===== src/rtl/oht_sram_debug_port_if.sv =====
// Signal bundle between the OHT entropy source, the debug controls and the SRAM write port.
// slave = oht_sram_debug_port; master = whatever drives the controls and observes the outputs.
interface oht_sram_debug_port_if #(
    parameter int WIDTH = 32,
    parameter int CNT_W = 8
) ();
    localparam int SEL_W = $clog2(WIDTH);

    logic             debug_i;
    logic [1:0]       mode_i;
    logic             start_i;
    logic [SEL_W-1:0] tap_sel_i;
    logic [WIDTH-1:0] oht_outputs_i;
    logic             oht_valid_i;
    logic             sram_mux_in_i;
    logic             oht_mux_out_o;
    logic [WIDTH-1:0] sram_in_o;
    logic             sram_we_o;
    logic             busy_o;
    logic             done_o;
    logic [CNT_W-1:0] drop_cnt_o;
    logic             parity_err_o;

    modport slave (
        input  debug_i, mode_i, start_i, tap_sel_i, oht_outputs_i, oht_valid_i, sram_mux_in_i,
        output oht_mux_out_o, sram_in_o, sram_we_o, busy_o, done_o, drop_cnt_o, parity_err_o
    );

    modport master (
        output debug_i, mode_i, start_i, tap_sel_i, oht_outputs_i, oht_valid_i, sram_mux_in_i,
        input  oht_mux_out_o, sram_in_o, sram_we_o, busy_o, done_o, drop_cnt_o, parity_err_o
    );
endinterface


===== src/rtl/oht_sram_debug_port.sv =====
// Registered OHT -> SRAM debug port: passthrough, bit tap/override, serial word inject/capture.
// Optional OHT_SRAM_PARITY_EN adds a trailing even-parity bit to every serial frame.
//
// state     | meaning
// IDLE      | passthrough, or bit tap/override in mode 01
// SHIFT_IN  | sampling the serial inject frame, OHT words dropped
// INJECT    | writing the assembled word to the SRAM
// CAP_WAIT  | passthrough, waiting for a valid OHT word to capture
// SHIFT_OUT | serialising the captured frame, then pulsing done
module oht_sram_debug_port #(
    parameter int WIDTH = 32,
    parameter int CNT_W = 8
) (
    input  logic                 clk_i,
    input  logic                 rst_i,
    oht_sram_debug_port_if.slave bus
);
    localparam int SEL_W = $clog2(WIDTH);
`ifdef OHT_SRAM_PARITY_EN
    localparam int FRAME = WIDTH + 1;
`else
    localparam int FRAME = WIDTH;
`endif
    localparam int CW = $clog2(FRAME + 1);

    typedef enum logic [2:0] {IDLE, SHIFT_IN, INJECT, CAP_WAIT, SHIFT_OUT} state_t;

    state_t           state_q, state_d;
    logic [CW-1:0]    cnt_q, cnt_d;
    logic [FRAME-1:0] shreg_q, shreg_d;
    logic [WIDTH-1:0] sram_in_q, sram_in_d;
    logic             sram_we_q, sram_we_d;
    logic             mux_out_q, mux_out_d;
    logic             done_q, done_d;
    logic             perr_q, perr_d;
    logic [CNT_W-1:0] drop_q, drop_d, drop_inc;
    logic [WIDTH-1:0] inj_word, tap_word;
    logic             inj_par_ok, tap_bit;
    logic [FRAME-1:0] cap_frame;

`ifdef OHT_SRAM_PARITY_EN
    assign inj_word   = shreg_q[FRAME-1:1];
    assign inj_par_ok = ~^shreg_q;
    assign cap_frame  = {bus.oht_outputs_i, ^bus.oht_outputs_i};
`else
    assign inj_word   = shreg_q;
    assign inj_par_ok = 1'b1;
    assign cap_frame  = bus.oht_outputs_i;
`endif

    assign drop_inc = (drop_q == '1) ? drop_q : drop_q + 1'b1;

    // Loop compare instead of direct indexing so an out-of-range tap_sel simply matches nothing.
    always_comb begin
        tap_bit  = 1'b0;
        tap_word = bus.oht_outputs_i;
        for (int i = 0; i < WIDTH; i++) begin
            if (bus.tap_sel_i == SEL_W'(i)) begin
                tap_bit     = bus.oht_outputs_i[i];
                tap_word[i] = bus.sram_mux_in_i;
            end
        end
    end

    always_comb begin
        state_d   = state_q;
        cnt_d     = cnt_q;
        shreg_d   = shreg_q;
        sram_in_d = bus.oht_outputs_i;
        sram_we_d = bus.oht_valid_i;
        mux_out_d = 1'b0;
        done_d    = 1'b0;
        drop_d    = drop_q;
        perr_d    = perr_q;
        if (!bus.debug_i) begin
            state_d = IDLE;
            cnt_d   = '0;
            shreg_d = '0;
        end else begin
            case (state_q)
                IDLE: begin
                    if (bus.mode_i == 2'b01) begin
                        sram_in_d = tap_word;
                        mux_out_d = tap_bit;
                    end
                    if (bus.start_i && bus.mode_i == 2'b10) begin
                        state_d = SHIFT_IN;
                        cnt_d   = CW'(FRAME);
                    end else if (bus.start_i && bus.mode_i == 2'b11) begin
                        state_d = CAP_WAIT;
                    end
                end
                SHIFT_IN: begin
                    sram_in_d = sram_in_q;
                    sram_we_d = 1'b0;
                    if (bus.oht_valid_i) drop_d = drop_inc;
                    shreg_d = {shreg_q[FRAME-2:0], bus.sram_mux_in_i};
                    cnt_d   = cnt_q - 1'b1;
                    if (cnt_q == CW'(1)) state_d = INJECT;
                end
                INJECT: begin
                    if (bus.oht_valid_i) drop_d = drop_inc;
                    sram_we_d = inj_par_ok;
                    sram_in_d = inj_par_ok ? inj_word : sram_in_q;
                    done_d    = 1'b1;
                    perr_d    = perr_q | ~inj_par_ok;
                    shreg_d   = '0;
                    state_d   = IDLE;
                end
                CAP_WAIT: begin
                    if (bus.oht_valid_i) begin
                        shreg_d = cap_frame;
                        cnt_d   = CW'(FRAME);
                        state_d = SHIFT_OUT;
                    end
                end
                SHIFT_OUT: begin
                    if (cnt_q != '0) begin
                        mux_out_d = shreg_q[FRAME-1];
                        shreg_d   = {shreg_q[FRAME-2:0], 1'b0};
                        cnt_d     = cnt_q - 1'b1;
                    end else begin
                        done_d  = 1'b1;
                        state_d = IDLE;
                    end
                end
                default: state_d = IDLE;
            endcase
        end
    end

    always_ff @(posedge clk_i) begin
        if (rst_i) begin
            state_q   <= IDLE;
            cnt_q     <= '0;
            shreg_q   <= '0;
            sram_in_q <= '0;
            sram_we_q <= 1'b0;
            mux_out_q <= 1'b0;
            done_q    <= 1'b0;
            perr_q    <= 1'b0;
            drop_q    <= '0;
        end else begin
            state_q   <= state_d;
            cnt_q     <= cnt_d;
            shreg_q   <= shreg_d;
            sram_in_q <= sram_in_d;
            sram_we_q <= sram_we_d;
            mux_out_q <= mux_out_d;
            done_q    <= done_d;
            perr_q    <= perr_d;
            drop_q    <= drop_d;
        end
    end

    assign bus.sram_in_o     = sram_in_q;
    assign bus.sram_we_o     = sram_we_q;
    assign bus.oht_mux_out_o = mux_out_q;
    assign bus.done_o        = done_q;
    assign bus.busy_o        = (state_q != IDLE);
    assign bus.drop_cnt_o    = drop_q;
    assign bus.parity_err_o  = perr_q;
endmodule


===== src/flat_wrapper.sv =====
// flat-port wrapper written by rule: the top's interface ports become plain ports
module oht_sram_debug_port_flat 
#(
    parameter int WIDTH = 32,
    parameter int CNT_W = 8
)
  (clk_i, rst_i, bus_debug_i, bus_mode_i, bus_start_i, bus_tap_sel_i, bus_oht_outputs_i, bus_oht_valid_i, bus_sram_mux_in_i, bus_oht_mux_out_o, bus_sram_in_o, bus_sram_we_o, bus_busy_o, bus_done_o, bus_drop_cnt_o, bus_parity_err_o);
  oht_sram_debug_port_if #(.WIDTH(WIDTH), .CNT_W(CNT_W)) bus_i ();
  input  logic clk_i;
  input  logic rst_i;
  input wire logic [$bits(bus_i.debug_i)-1:0] bus_debug_i;
  input wire logic [$bits(bus_i.mode_i)-1:0] bus_mode_i;
  input wire logic [$bits(bus_i.start_i)-1:0] bus_start_i;
  input wire logic [$bits(bus_i.tap_sel_i)-1:0] bus_tap_sel_i;
  input wire logic [$bits(bus_i.oht_outputs_i)-1:0] bus_oht_outputs_i;
  input wire logic [$bits(bus_i.oht_valid_i)-1:0] bus_oht_valid_i;
  input wire logic [$bits(bus_i.sram_mux_in_i)-1:0] bus_sram_mux_in_i;
  output wire logic [$bits(bus_i.oht_mux_out_o)-1:0] bus_oht_mux_out_o;
  output wire logic [$bits(bus_i.sram_in_o)-1:0] bus_sram_in_o;
  output wire logic [$bits(bus_i.sram_we_o)-1:0] bus_sram_we_o;
  output wire logic [$bits(bus_i.busy_o)-1:0] bus_busy_o;
  output wire logic [$bits(bus_i.done_o)-1:0] bus_done_o;
  output wire logic [$bits(bus_i.drop_cnt_o)-1:0] bus_drop_cnt_o;
  output wire logic [$bits(bus_i.parity_err_o)-1:0] bus_parity_err_o;
  assign bus_i.debug_i = bus_debug_i;
  assign bus_i.mode_i = bus_mode_i;
  assign bus_i.start_i = bus_start_i;
  assign bus_i.tap_sel_i = bus_tap_sel_i;
  assign bus_i.oht_outputs_i = bus_oht_outputs_i;
  assign bus_i.oht_valid_i = bus_oht_valid_i;
  assign bus_i.sram_mux_in_i = bus_sram_mux_in_i;
  assign bus_oht_mux_out_o = bus_i.oht_mux_out_o;
  assign bus_sram_in_o = bus_i.sram_in_o;
  assign bus_sram_we_o = bus_i.sram_we_o;
  assign bus_busy_o = bus_i.busy_o;
  assign bus_done_o = bus_i.done_o;
  assign bus_drop_cnt_o = bus_i.drop_cnt_o;
  assign bus_parity_err_o = bus_i.parity_err_o;
  oht_sram_debug_port #(.WIDTH(WIDTH), .CNT_W(CNT_W)) u_core (.clk_i(clk_i), .rst_i(rst_i), .bus(bus_i));
endmodule

===== config.mk =====
export PLATFORM = sky130hd
export DESIGN_NAME = oht_sram_debug_port_flat
export DESIGN_NICKNAME = d
export VERILOG_FILES = /design/src/rtl/oht_sram_debug_port_if.sv /design/src/rtl/oht_sram_debug_port.sv /design/src/flat_wrapper.sv
export SDC_FILE = /design/constraint.sdc
export NUM_CORES = 1
export LEC_CHECK = 0
export CAP_MARGIN = 10
export CORE_MARGIN = 2
export CORE_UTILIZATION = 45
export CTS_CLUSTER_SIZE = 12
export DETAILED_ROUTE_END_ITERATION = 8
export PLACE_DENSITY = 0.78
export SKIP_LAST_GASP = 1
export SLEW_MARGIN = 30
export SYNTH_ARGS = -nofsm -noshare
export SYNTH_HDL_FRONTEND = slang
export SYNTH_SLANG_ARGS = --single-unit

===== constraint.sdc =====
create_clock -name clk_i -period 2.4 [get_ports clk_i]
set_clock_uncertainty 0.05 [all_clocks]
set_input_delay 0.48 -clock clk_i [delete_from_list [all_inputs] [get_ports clk_i]]
set_output_delay 0.48 -clock clk_i [all_outputs]
set_load 0.005 [all_outputs]

# == Word level (Yosys, flattened, before mapping) ==
# Index checks and enable logic that the tools add are counted.
# word_totals
ramBits,0
memories,0
inputBits,45
reg_bits,84
rom_bits,0
out_inout_bits,45
latchBits,0
# op_classes
n_mux,87
eq_ne,47
addsub,2
mul,0
div_mod_pow,0
shifts,0
order_cmp,0
bitwise_logic,2
reduce_logical,14
# ops
op,count
$mux W32,4
$pmux W32 S4,1
$pmux W32 S3,1
$eq A5 B5 Y1 const B,16
$mux W1,68
$eq A5 B4 Y1 const B,8
$pmux W6 S4,1
$eq A5 B3 Y1 const B,4
$mux W6,3
$mux W3,5
$pmux W3 S4,1
$reduce_and A4 Y1,3
$eq A5 B2 Y1 const B,2
$add A8 B1 Y8 const B,1
$eq A8 B8 Y1 const B,1
$reduce_bool A4 Y1,2
$eq A3 B2 Y1 const B,2
$eq A6 B1 Y1 const B,1
$ne A2 B1 Y1 const B,3
$ne A2 B2 Y1 const B,3
$pmux W1 S2,3
$reduce_bool A6 Y1,1
$sub A6 B1 Y6 const B,1
$eq A5 B1 Y1 const B,1
12 further kinds,16

# == Depth between registers and ports, before layout ==
# Gate-level depths: netlist of run 1.
# depth
depth_word,35
depth_mapped,8

# == Least setup slack after synthesis of run 1 ==
# No wires, ideal clock.
# synth_timing
path_kind,register -> register
startpoint,register u_core.cnt_q[0]
endpoint,"register u_core.shreg_q[11], in the netlist u_core.inj_word[11]"
setup_slack_ns,0.359
setup_time_ns,0.089
arrival_ns,1.902
required_ns,2.261
stages_incl_launch_ff,9
n_path_buf,1
path_cell_list,dfxtp_1 > inv_1 > ha_1 > or4b_4 > o21ai_4 > a221oi_4 > buf_8 > nor2_2 > a311oi_2
# synth_via
elab_chain_len,3
# synth_rtl
item,line_no,source
start: declaration,oht_sram_debug_port.sv:29,"logic [CW-1:0] cnt_q, cnt_d;"
start signal: assignment,oht_sram_debug_port.sv:145,cnt_q <= cnt_d;
$reduce_bool A6 Y1,oht_sram_debug_port.sv:118,if (cnt_q != '0) begin
$ne A2 B1 Y1 (no source line),n/a,
$reduce_and A3 Y1 (no source line),n/a,
end signal: assignment,oht_sram_debug_port.sv:146,shreg_q <= shreg_d;
end: declaration,oht_sram_debug_port.sv:30,"logic [FRAME-1:0] shreg_q, shreg_d;"
# Every way passes these cells.
# A chain may end at the register's enable or synchronous reset.

# == Final worst setup path of run 1 ==
# layout_timing
startpoint,register u_core.state_q[1]
endpoint,output bus_busy_o
# layout_via
elab_chain_len,1
# layout_rtl
item,line_no,source
start: declaration,oht_sram_debug_port.sv:28,"state_t state_q, state_d;"
start signal: assignment,oht_sram_debug_port.sv:144,state_q <= state_d;
$reduce_bool A3 Y1,oht_sram_debug_port.sv:160,assign bus.busy_o = (state_q != IDLE);
end: declaration,flat_wrapper.sv:21,output wire logic [$bits(bus_i.busy_o)-1:0] bus_busy_o;
# Every way passes these cells.

==> results of run 1 <==
## layout make-up
| class | count | area [sq um] |
|---|---|---|
| Multi-Input combinational cell | 513 | 3320 |
| Clock buffer | 11 | 243 |
| Timing Repair Buffer | 154 | 1410 |
| Inverter | 6 | 22.5 |
| Tap cell | 143 | 179 |
| Fill cell | 1039 | 4600 |
| Clock inverter | 4 | 50.0 |
| Sequential cell | 84 | 1680 |
## synthesized netlist by cell type (3+ instances only)
cell,count,share of area [%]
nand3b_1,4,0.56
buf_6,6,1.3
inv_1,6,0.42
nor4_1,6,0.70
o211ai_1,6,0.84
mux2i_1,30,5.6
nand2_1,43,3.0
nand3_1,34,3.2
clkbuf_1,35,2.5
o22ai_1,30,3.5
nor2b_1,8,0.94
nor2_2,14,1.6
buf_2,17,1.6
o21ai_0,22,2.1
and3_1,17,2.0
a21oi_1,38,3.6
xor2_1,6,0.98
a32oi_1,4,0.65
ha_1,3,0.70
a211o_1,3,0.49
a311oi_2,17,4.8
dfxtp_1,84,31
o31ai_1,4,0.56
nand2b_1,10,1.2
or3_1,6,0.70
a211oi_2,6,1.4
nor2_1,74,5.2
a211oi_1,38,5.3
nor3b_1,7,0.98
a31oi_1,3,0.35
nor3_1,37,3.5
nand4_1,8,0.94
## per-layer routing
| layer | vias to the layer above | part of all wire, % |
|---|---|---|
| met5 | - | 0 |
| li1 | 2683 | - |
| met2 | 324 | 46 |
| met1 | 2706 | 42 |
| met4 | 0 | 4.3 |
| met3 | 63 | 8.3 |
## state kept, by name, summed over array words and instances (netlist names)
register,count
u_core.bus.drop_cnt_o,8
u_core.bus.oht_mux_out_o,1
u_core.bus.sram_in_o,32
u_core.bus.sram_we_o,1
u_core.state_q,3
u_core.cnt_q,6
u_core.inj_word,32
u_core.bus.done_o,1
## power groups by stage
stage | Sequential, uW | Clock, uW | Combinational, uW
after floorplan | 1540 | 0 | 427
after global placement | 1550 | 0 | 768
after detailed placement | 1550 | 0 | 780
after CTS | 1520 | 1430 | 784
after global routing | 1530 | 1480 | 854
final | 1520 | 1420 | 796
## worst min-delay path, cell delays in order (launching register included)
cell,delay (ns)
dfxtp_1,0.32
nand2_1,0.07
a311oi_2,0.08
## metrics by stage
step / utilization, % / setup slack (ns)
finish: 60.1 / 0.0595
global route: 60.1 / 0.0348
CTS: 60.1 / 0.0718
detailed placement: 57.5 / -0.0976
global placement: 57.5 / -0.102
floorplan: - / 0.359
## path summary, 6_finish.rpt
path	from	end	cells past startpoint
worst min register to register	u_core.inj_word[12]	u_core.inj_word[13]	2
worst max-delay path	u_core.state_q[1]	bus_busy_o	2
worst min-delay path	u_core.inj_word[12]	u_core.inj_word[13]	2
worst max register to register	u_core.cnt_q[0]	u_core.inj_word[31]	8
## kinds of logic (layout without fill, tap and decap cells)
logic type / count (synthesis) / after routing / share of synthesized area (%)
muxes: 30 / 30 / 5.61
xor gates and xnor gates: 7 / 7 / 1.15
adders and majority gates: 3 / 3 / 0.701
buffers and inverters: 70 / 175 / 6.52
AOI/OAI and AO/OA: 191 / 191 / 27.7
DFF: 84 / 84 / 31.4
and+or+nand+nor: 281 / 281 / 26.9
other: 1 / 1 / 0.0701
==> out/qor.txt, run 1 <==
Area delta synth->final - 29.2%
Initial core utilization - 46.5%
Final hold violations - 0
IO Count - 90
Most common cell after layout, fill and taps aside - clkdlybuf4s50_1
DRC violations left - 5
RSZ-0062 raised after global routing - no
Final nets - 816
Failing checks - design-rule violations
Net count after synthesis - 715
Critical Path RT - 1.87 ns
Gr usage total - 28.1%
Global routing usage on met3 - 5.14%
Post-Route WL - 18.0 mm
Fmax - 427 MHz
Final min period - 2.34 ns
Post-DP Area - 6620 sq um
Critical Path Sink Type - output pin
Seq/Total Area, Yosys - 31.4%
Post-Layout Cell Count - 915
Post-route cell area - 6920 sq um
FP Rows - 39
Die area - 12,800 sq um
VDD IR-drop max - 0.286 mV
CP peak stage delay - 0.55 ns
Ant diodes - 0
Grt ovf - 0
Syn Std Cell Area - 5350 sq um
Outcome - finished, violations left
First-pass GRT wire length - 28.5 mm
WP buf/inv - 1
Lkg Pwr - 0.00240 uW
Most frequent cells in the layout - clkdlybuf4s50_1 (88), dfxtp_1 (83), nor2_1 (74)
Clk_lat worst skew - 0.37 ns
Share of layout cells above drive strength 1 - 17.6%
Max Cap Violations - 0
CTS buffer count - 9
CP Class - flop to output pin
Pwr/cell area - 541 nW/um^2
Cells after Synth - 667
Critical path fanouts, max - 13
Sw Ratio - 28.9%
Ys async rst share - 0%
Core Box Area - 11,500 sq um
Placed cells - 900
Vias post-DR - 5,776
Share of total power in the clock network - 38.0%
Initial antenna violation count - 0
DR iter-0 viols - 434
Post-synth EDFFs - 0
Root Driver - clkbuf_16
Psw - 1080 uW
Worst EP arrival - 1.81 ns
Final period util - 97.5%
DP HPWL - 12.8 mm
Deepest clock path buffer count - 2
Cts hold-fix bufs - 0
Warnings, synthesis - 0
Post_cts resized - 0
Main synth FF type - dfxtp_1
Final hold slack - 0.468 ns
Worst setup SP type - flop
GRT met1 Usage - 36.7%
Crit path cell chain - or3_1 > clkdlybuf4s50_1
Post-CTS Setup Bufs - 0
CTS tree - built
Worst path top cell family by delay - simple AND/OR/NAND/NOR gates
FF-to-FF setup slack - 0.21 ns
Type of the most critical hold path - flop to flop
Pre-Repair DR Iteration Count - 7
Sequential share of power - 40.7%
GRT busiest layer - met2
Netlist cell types - 66
Clock-pin slew on the worst setup and hold paths - 0.06 ns
Pwr Total - 3740 uW
Die H - 113 microns
Synthesis-stage register bit count - 84
H-tree depth - 3
Vias in the first global route - 5,523
Setup TNS - 0 ns
Die X - 113 microns
Sink count of the clock tree - 84
Pin count of the biggest net entering global routing - 65
Via-to-Cell Ratio - 6.31
Antenna Nets Post-Route - 0
Internal power - 2660 uW
Wire length per cell - 19.7 microns
Final setup viols - 0
Met2 usage in global routing - 44.6%
Slowest cell on crit path - or3_1
Placer Congestion - 0.968
Max Slew Vio Count - 0
PortBufs - 88
Logic pwr share - 21.3%
Avg Cell Area, Syn - 8.02 sq um
Power figures use the tool's default switching activity.
==> run 2, diff against run 1 <==
Settings changed: ABC_AREA set to 1, CAP_MARGIN 10 to unset, PLACE_DENSITY 0.78 to 0.79.
==> out/qor.txt, run 2 <==
DRC violations left - 0
IO Count - 90
Critical Path RT - 2.61 ns
Setup TNS - 0 ns
H-tree depth - 3
Share of layout cells above drive strength 1 - 17.6%
Antenna Nets Post-Route - 0
Critical Path Sink Type - flop
Final nets - 901
CTS tree - built
Pwr/cell area - 523 nW/um^2
Slew HR - 38.1%
Sink count of the clock tree - 84
Main synth FF type - dfxtp_1
Syn Std Cell Area - 4890 sq um
DR iter-0 viols - 487
Pin count of the biggest net entering global routing - 35
RSZ-0062 raised after global routing - yes
Share of total power in the clock network - 29.9%
Post-CTS Setup Bufs - 0
Most frequent cells in the layout - buf_4 (95), nand2_1 (91), inv_1 (89)
Pre-Repair DR Iteration Count - 5
Logic pwr share - 26.2%
Seq/Total Area, Yosys - 34.4%
Grt ovf - 0
Final setup viols - 0
Max Cap Violations - 0
Initial core utilization - 45.7%
FP Rows - 38
Cts hold-fix bufs - 0
Area delta synth->final - 37.3%
Type of the most critical hold path - flop to flop
First-pass GRT wire length - 27.3 mm
Synth top area cells - dfxtp_1 (34%), a221oi_1 (9.1%), inv_1 (7.0%)
Die H - 108 microns
Top post-synthesis cells by count - inv_1 (91), nand2_1 (91), dfxtp_1 (84)
Slowest cell on crit path - clkdlybuf4s50_1
XOR/XNOR share of the synthesized area - 0.179%
CTS buffer count - 9
Initial antenna violation count - 0
Yosys top cell by area - dfxtp_1
Wire length per cell - 17.0 microns
Deepest clock path buffer count - 2
Vias post-DR - 5,811
Sequential share of power - 43.9%
Via-to-Cell Ratio - 5.82
Most frequent cell on the critical path - nand2_1
Vias in the first global route - 5,509
Clock-pin slew on the worst setup and hold paths - 0.09 ns
Fmax - 445 MHz
Most common cell after layout, fill and taps aside - buf_4
Crit path cell chain - clkdlybuf4s50_1 > a21oi_1 > nand3_1 > nand2_1 > nand2_1 > nand2_1 > nand4_1 > nand2_1 > nand3_1 > nand2_1 > nand3_1 > nand2_1 > nand2_1 > nand2_1 > nand3_1 > nand2_1 > nand4_1 > nand2_1 > nand3_1 > nand2_1 > nand2_1 > nand2_1 > a21oi_2
Warnings, synthesis - 0
Worst path top cell family by delay - simple AND/OR/NAND/NOR gates
Final hold violations - 0
CP peak stage delay - 0.47 ns
Post-Synth Adder-Cell Area - 0.768%
Psw - 1120 uW
# fillers - 980
Worst EP arrival - 2.46 ns
DP HPWL - 12.7 mm
Synthesis-stage register bit count - 84
Critical path fanouts, max - 2
Ant diodes - 0
Cells after Synth - 703
PortBufs - 88
Mux cell area share after synthesis - 0%
Placer Congestion - 1.04
WP buf/inv - 1
Internal power - 2390 uW
Outcome - completed
Die area - 11,700 sq um
VDD IR-drop max - 0.297 mV
Max Slew Vio Count - 0
Share of the synthesized area in the top cell type - 34.4%
Synth Area in Compound Gates - 33.1%
Final min period - 2.25 ns
Core Box Area - 10,700 sq um
Net count after synthesis - 751
Slew @ Worst Pin - 0.928 ns
Final period util - 93.7%
Root Driver - clkbuf_8
Final hold slack - 0.431 ns
Worst setup SP type - primary input
Largest family of logic cells by synthesized area - compound AO/OA/AOI/OAI gates
Ys async rst share - 0%
Post-synthesis simple-gate area fraction - 19.6%
Post-Route WL - 16.9 mm
Gr usage total - 29.5%
Netlist cell types - 42
Sw Ratio - 32.0%
Lkg Pwr - 0.00265 uW
Post-synth EDFFs - 0
Clk_lat worst skew - 0.38 ns
Avg Cell Area, Syn - 6.96 sq um
Die X - 108 microns
CP Class - primary input to flop
run 2: kinds of logic (layout without fill, tap and decap cells):
group           count (synthesis)  count (layout)
compound gates                247             247
xor+xnor                        1               1
fa+ha+maj                       3               3
buf+inv                       148             303
flops                          84              84
other cells                     1               1
simple gates                  219             219
run 2: final cells by class:
type	instances	area, sq um	share of cell area [%]
Inverter	101	379	5.65
Clock buffer	9	124	1.84
Tap cell	140	175	2.61
Clock inverter	7	77.6	1.16
Multi-Input combinational cell	471	2660	39.5
Sequential cell	84	1680	25.0
Timing Repair Buffer	186	1620	24.2
run 2: path summary, 6_finish.rpt:
path / startpoint / end / slack, ns / cells after the start
max: bus_oht_outputs_i[5] / u_core.bus.oht_mux_out_o / 0.15 / 23
min: u_core.inj_word[29] / u_core.inj_word[29] / 0.43 / 2
max reg2reg: u_core.state_q[0] / u_core.cnt_q[2] / 0.15 / 12
min reg2reg: u_core.inj_word[29] / u_core.inj_word[29] / 0.43 / 2
run 2: timing repair:
item / 4_1_cts / 5_1_grt
resized for setup: 10 / 21
pin swaps: 0 / 0
endpoints found under the setup margin: 1 / 13
endpoints found under the hold margin: 0 / 0
run 2: power groups by stage:
stage	logic [uW]	registers, uW	clock network, uW
final	921	1540	1050
after global routing	1000	1550	1110
after CTS	909	1540	1060
after detailed placement	904	1570	0
after global placement	883	1570	0
after floorplan	461	1560	0
run 2: layer usage:
layer,vias to the layer above,wire [microns],track usage [%],share of wire [%]
li1,2801,-,-,-
met1,2698,7490,40.6,44
met2,282,7930,47.4,47
met3,30,1250,3.62,7.4
met4,0,281,10.7,1.7
met5,-,0,0,0
run 2: per-stage QoR:
stage               cells  setup slack (ns)  utilization [%]  total power (uW)  instance area [sq um]
CTS                   998           0.00473             62.7              3510                   6710
global placement      982            -0.603             60.7              2450                   6500
detailed placement    982            -0.682             60.7              2470                   6500
finish                998             0.150             62.8              3510                   6710
floorplan             703             0.132                -              2030                   4890
global route          998           -0.0791             62.8              3670                   6710
run 2: tightest hold or removal path: stages, from the launching register on:
cell	delay (ns)
dfxtp_1	0.34
inv_1	0.05
a21oi_1	0.05
==> run 3, diff against run 2 <==
Settings changed: GPL_TIMING_DRIVEN set to 0.
==> out/qor.txt, run 3 (same netlist as run 2, synthesis figures left out) <==
Outcome - finished, violations left
Failing checks - negative setup slack
Share of total power in the clock network - 26.2%
Worst r2r path cells - 11
VDD IR-drop max - 0.331 mV
Most common cell after layout, fill and taps aside - inv_1
Post-DP Area - 5930 sq um
Deepest clock path buffer count - 2
Final setup viols - 1
Gr usage total - 33.9%
Max Cap Violations - 0
Internal power - 2250 uW
Slew HR - 41.3%
H-tree depth - 3
Vias post-DR - 5,857
Vias in the first global route - 5,555
FF-to-FF setup slack - 0.04 ns
Lkg Pwr - 0.00232 uW
Sink count of the clock tree - 84
PortBufs - 86
CP Class - primary input to flop
IO Count - 90
Clock-pin slew on the worst setup and hold paths - 0.08 ns
Die area - 11,700 sq um
RR Startpoint - u_core.state_q[0]
First-pass GRT wire length - 29.9 mm
DP HPWL - 14.1 mm
FP Rows - 38
Logic pwr share - 28.5%
Type of the most critical hold path - primary input to flop
RSZ-0062 raised after global routing - yes
Final min period - 2.43 ns
Reg2Reg Capture Point - u_core.inj_word[26]
Most frequent cell on the critical path - nand2_1
DRC violations left - 0
Post-Layout Cell Count - 953
Final period util - 101%
CTS buffer count - 9
Sw Ratio - 33.9%
Slew @ Worst Pin - 0.880 ns
Critical Path Sink Type - flop
Hold EP - u_core.inj_word[1]
Post-route cell area - 6330 sq um
Root Driver - clkbuf_8
Initial core utilization - 45.7%
Sequential share of power - 45.3%
DR iter-0 viols - 494
Final hold violations - 0
Setup WS post-layout - -0.0322 ns
Pin count of the biggest net entering global routing - 14
Die X - 108 microns
Critical path fanouts, max - 4
Grt ovf - 0
Placer Congestion - 1.03
Pwr/cell area - 536 nW/um^2
Initial antenna violation count - 0
Most frequent cells in the layout - inv_1 (87), nand2_1 (84), dfxtp_1 (84)
Hold Crit Depth - 3
Area delta synth->final - 29.6%
Slowest cell on crit path - clkdlybuf4s50_1
Placed cells - 929
Antenna Nets Post-Route - 0
Core Box Area - 10,700 sq um
Final nets - 857
Post-Route Utilization - 59.2%
Post-Route WL - 19.8 mm
Worst EP arrival - 2.65 ns
Clk_lat worst skew - 0.38 ns
Worst setup SP type - primary input
Psw - 1150 uW
Max Slew Vio Count - 0
Pre-Repair DR Iteration Count - 5
Critical Path RT - 2.62 ns
Share of layout cells above drive strength 1 - 13.0%
Setup WS pre-CTS - -0.970 ns
Hold_sp - bus_oht_outputs_i[1]
Fmax - 411 MHz
Ant diodes - 0
Wire length per cell - 20.8 microns
CP peak stage delay - 0.50 ns
Crit path cell chain - clkdlybuf4s50_1 > nand2_1 > nand3_1 > nand2_1 > nand2_1 > nand2_1 > nand4_1 > nand2_1 > nand3_1 > nand2_1 > nand3_1 > nand2_1 > nand2_1 > nand2_1 > nand3_1 > nand2_1 > nand4_1 > nand2_1 > nand3_2 > nand2_2 > nand2_2 > nand2_2 > a21oi_2
CTS tree - built
Via-to-Cell Ratio - 6.15
Die H - 108 microns
==> run 3: cell types whose count changed in the layout (fill, tap and decap cells not counted), moves of 4 or more <==
cell	before	now
clkbuf_4	0	4
clkbuf_2	5	10
nor2_4	2	9
nor2_1	54	44
clkbuf_1	0	26
nand2_2	0	6
buf_2	0	5
buf_4	95	14
nand2_1	91	84
==> run 3: what timing repair did <==
action                     CTS  global route
pin swaps                    1            21
gates cloned                 0             0
hold buffers                 0             0
setup endpoints to repair   71            67
resized for setup           60            57
buffers inserted             1             8
==> run 3: metrics by stage <==
step	TNS, ns	total power (uW)	hold slack (ns)
CTS	0	3340	0.429
global placement	-32.31	2430	0.411
floorplan	0	2030	0.387
global route	-0.327	3540	0.435
detailed placement	-32.48	2440	0.417
finish	-0.0322	3400	0.408
==> run 3: power groups by stage <==
stage / combinational (uW) / sequential (uW) / clock [uW]
floorplan: 461 / 1560 / 0
global placement: 866 / 1570 / 0
detailed placement: 872 / 1570 / 0
CTS: 896 / 1540 / 905
global route: 1040 / 1550 / 956
finish: 967 / 1540 / 891
==> run 3: worst max-delay path: cells and delay by family <==
kind / cells / cell delay [ns]
buffers and inverters: 1 / 0.50
and+or+nand+nor: 21 / 1.62
AOI/OAI and AO/OA: 1 / 0.06
==> run 3: metal layers <==
layer / GRT usage, % / vias up / part of all wire, %
met3: 7.53 / 53 / 9.1
met4: 18.7 / 0 / 3.9
met2: 50.9 / 332 / 45
met1: 45.1 / 2754 / 42
met5: 0 / - / 0
li1: - / 2718 / -
==> run 3: how the worst max path moves through the flow <==
stage / startpoint / endpoint / depth (start not counted)
2_1_floorplan: bus_tap_sel_i[4] / u_core.bus.oht_mux_out_o / 27
3_3_place_gp: bus_tap_sel_i[1] / u_core.bus.oht_mux_out_o / 22
3_5_place_dp: bus_tap_sel_i[0] / u_core.bus.oht_mux_out_o / 22
4_1_cts: u_core.state_q[1] / bus_busy_o / 5
5_1_grt: bus_oht_outputs_i[0] / u_core.bus.oht_mux_out_o / 25
6_report: bus_oht_outputs_i[4] / u_core.bus.oht_mux_out_o / 23
==> run 3: area by class of cell <==
class                   instances  area (sq um)
fillers                      1050          4360
plain buffers                  47           243
clock buffers                  11           131
clock inverters                 4          27.5
inverters                     101           380
repair buffers                 95           926
flip-flops and latches         84          1680
multi-input cells             471          2770
well taps                     140           175
==> edit, RTL diff (flow settings as in run 1) <==
`WIDTH` is set to 32 in 3 places; all go to 16.
--- a/src/rtl/oht_sram_debug_port_if.sv
+++ b/src/rtl/oht_sram_debug_port_if.sv
@@ -3,3 +3,3 @@
 interface oht_sram_debug_port_if #(
-    parameter int WIDTH = 32,
+    parameter int WIDTH = 16,
     parameter int CNT_W = 8
--- a/src/rtl/oht_sram_debug_port.sv
+++ b/src/rtl/oht_sram_debug_port.sv
@@ -10,3 +10,3 @@
 module oht_sram_debug_port #(
-    parameter int WIDTH = 32,
+    parameter int WIDTH = 16,
     parameter int CNT_W = 8
--- a/src/flat_wrapper.sv
+++ b/src/flat_wrapper.sv
@@ -3,3 +3,3 @@
 #(
-    parameter int WIDTH = 32,
+    parameter int WIDTH = 16,
     parameter int CNT_W = 8
Interface: changed (resized bus_oht_outputs_i, bus_sram_in_o and bus_tap_sel_i); port bits go from 90 to 57. No check against the original RTL was run, so the function may have changed too.
==> edit against run 1 <==
Worst setup slack better by 0.075 ns; synthesized cell count shrank 40%; routed wire length shrank 48%; final area is 40% lower; synthesized area fell by 38%; power decreased by 52%; sequential cell count decreased by 33.
==> edit: results (changes against run 1) <==
.. list-table::
   :header-rows: 1

   * - Metric
     - Value
   * - GR met3 Demand/Resource
     - 0.03269 (-0.01873)
   * - Count of buffers inserted at the top-level ports
     - 55 (-38%)
   * - Synth area leaders
     - sky130_fd_sc_hd__dfxtp_1, sky130_fd_sc_hd__nor2_1, sky130_fd_sc_hd__a21oi_1, sky130_fd_sc_hd__mux2i_1, sky130_fd_sc_hd__a311oi_2
   * - Max VDD drop
     - 0.2939 mV (+2.7%)
   * - Clock edge transition at the registers on the reported setup and hold paths
     - 0.10 ns (+0.04 ns)
   * - Starting DRT DRC Count
     - 251 (-42%)
   * - Root buffer selected by CTS
     - sky130_fd_sc_hd__clkbuf_8
   * - Post-Place Cell Area
     - 4034 um^2 (-39%)
   * - Crit-path max FO
     - 9 (-4)
   * - XOR/XNOR Fraction of Synth Area
     - 0.02640 (+0.01494)
   * - Initial DRT Pass Iterations
     - 5 (-2)
   * - Synthesized net count
     - 434 (-39%)
   * - Status
     - finished clean
   * - Terminus of the critical flop-to-flop path
     - u_core.inj_word[8]
   * - GRT Total Usage
     - 0.2180 (-0.06323)
   * - Clk Latency, worst-skew pair
     - 0.30 ns (-0.07 ns)
   * - Finished Layout Cells
     - 561 (-39%)
   * - Vias in the first global route
     - 3,012 (-45%)
   * - Register-to-register setup slack
     - 0.35 ns (+0.14 ns)
   * - Compound-gate portion of the synthesized area
     - 0.2511 (-0.02540)
   * - Pin count of the biggest net entering global routing
     - 33 (-49%)
   * - Worst hold start
     - u_core.bus.sram_in_o[7]
   * - Arrival time reported for the critical path endpoint
     - 1.74 ns (-0.07 ns)
   * - Adder-cell area share of the yosys netlist
     - 0.01131 (+0.004300)
   * - Clock buffers created by TritonCTS
     - 5 (-4)
   * - Sequential fraction of the synthesis area
     - 0.3077 (-0.006473)
-- edit: metrics by stage --
| stage | util | total power (W) | hold WS, ns | worst slack, ns |
|---|---|---|---|---|
| after floorplan | - | 0.001134 | 0.4182 | 0.6318 |
| after global placement | 0.5591 | 0.001306 | 0.4226 | 0.1528 |
| after detailed placement | 0.5591 | 0.001314 | 0.4286 | 0.09811 |
| after CTS | 0.5709 | 0.001803 | 0.4516 | 0.1385 |
| after global routing | 0.5709 | 0.001871 | 0.4751 | 0.06122 |
| final | 0.5709 | 0.001796 | 0.4526 | 0.1347 |
-- edit: per-layer routing --
metal,wire (um),part of all wire
met1,4026,0.43
met2,4365,0.47
met3,602,0.065
met4,298,0.032
met5,0,0
-- edit: critical path, stage by stage (launching register included) --
cell	delay (ns)
sky130_fd_sc_hd__dfxtp_1	0.64
sky130_fd_sc_hd__inv_1	0.16
sky130_fd_sc_hd__nand2_1	0.12
sky130_fd_sc_hd__clkdlybuf4s50_1	0.51
-- edit: area by class of cell --
| type | instances | area (um^2) |
|---|---|---|
| clock buffer | 6 | 72.57 |
| clock inverter | 2 | 12.51 |
| fill | 676 | 3095 |
| inverter | 7 | 26.28 |
| multi-input combinational | 314 | 2097 |
| sequential | 51 | 1021 |
| tap | 99 | 123.9 |
| timing repair buffer | 82 | 765.7 |
-- edit: cells by family after synthesis --
kind of cell / Yosys count
other cells: 1
compound gates: 105
xor+xnor: 10
flops: 51
fa+ha+maj: 3
mux: 15
buf+inv: 38
simple gates: 180
-- edit: how the worst min path moves through the flow --
| stage | end | cells past startpoint |
|---|---|---|
| 4_1_cts | u_core.bus.sram_in_o[9] | 2 |
| 3_5_place_dp | u_core.bus.sram_in_o[9] | 2 |
| 3_3_place_gp | u_core.bus.drop_cnt_o[7] | 2 |
| 6_report | u_core.bus.sram_in_o[7] | 2 |
| 2_1_floorplan | u_core.inj_word[8] | 2 |
| 5_1_grt | u_core.bus.sram_in_o[15] | 2 |
-- edit: where the power goes --
part / internal [W] / switching (W) / total (W)
clock: 0.000205 / 0.000290 / 0.000495
combinational: 0.000194 / 0.000202 / 0.000397
sequential: 0.000879 / 0.0000258 / 0.000905
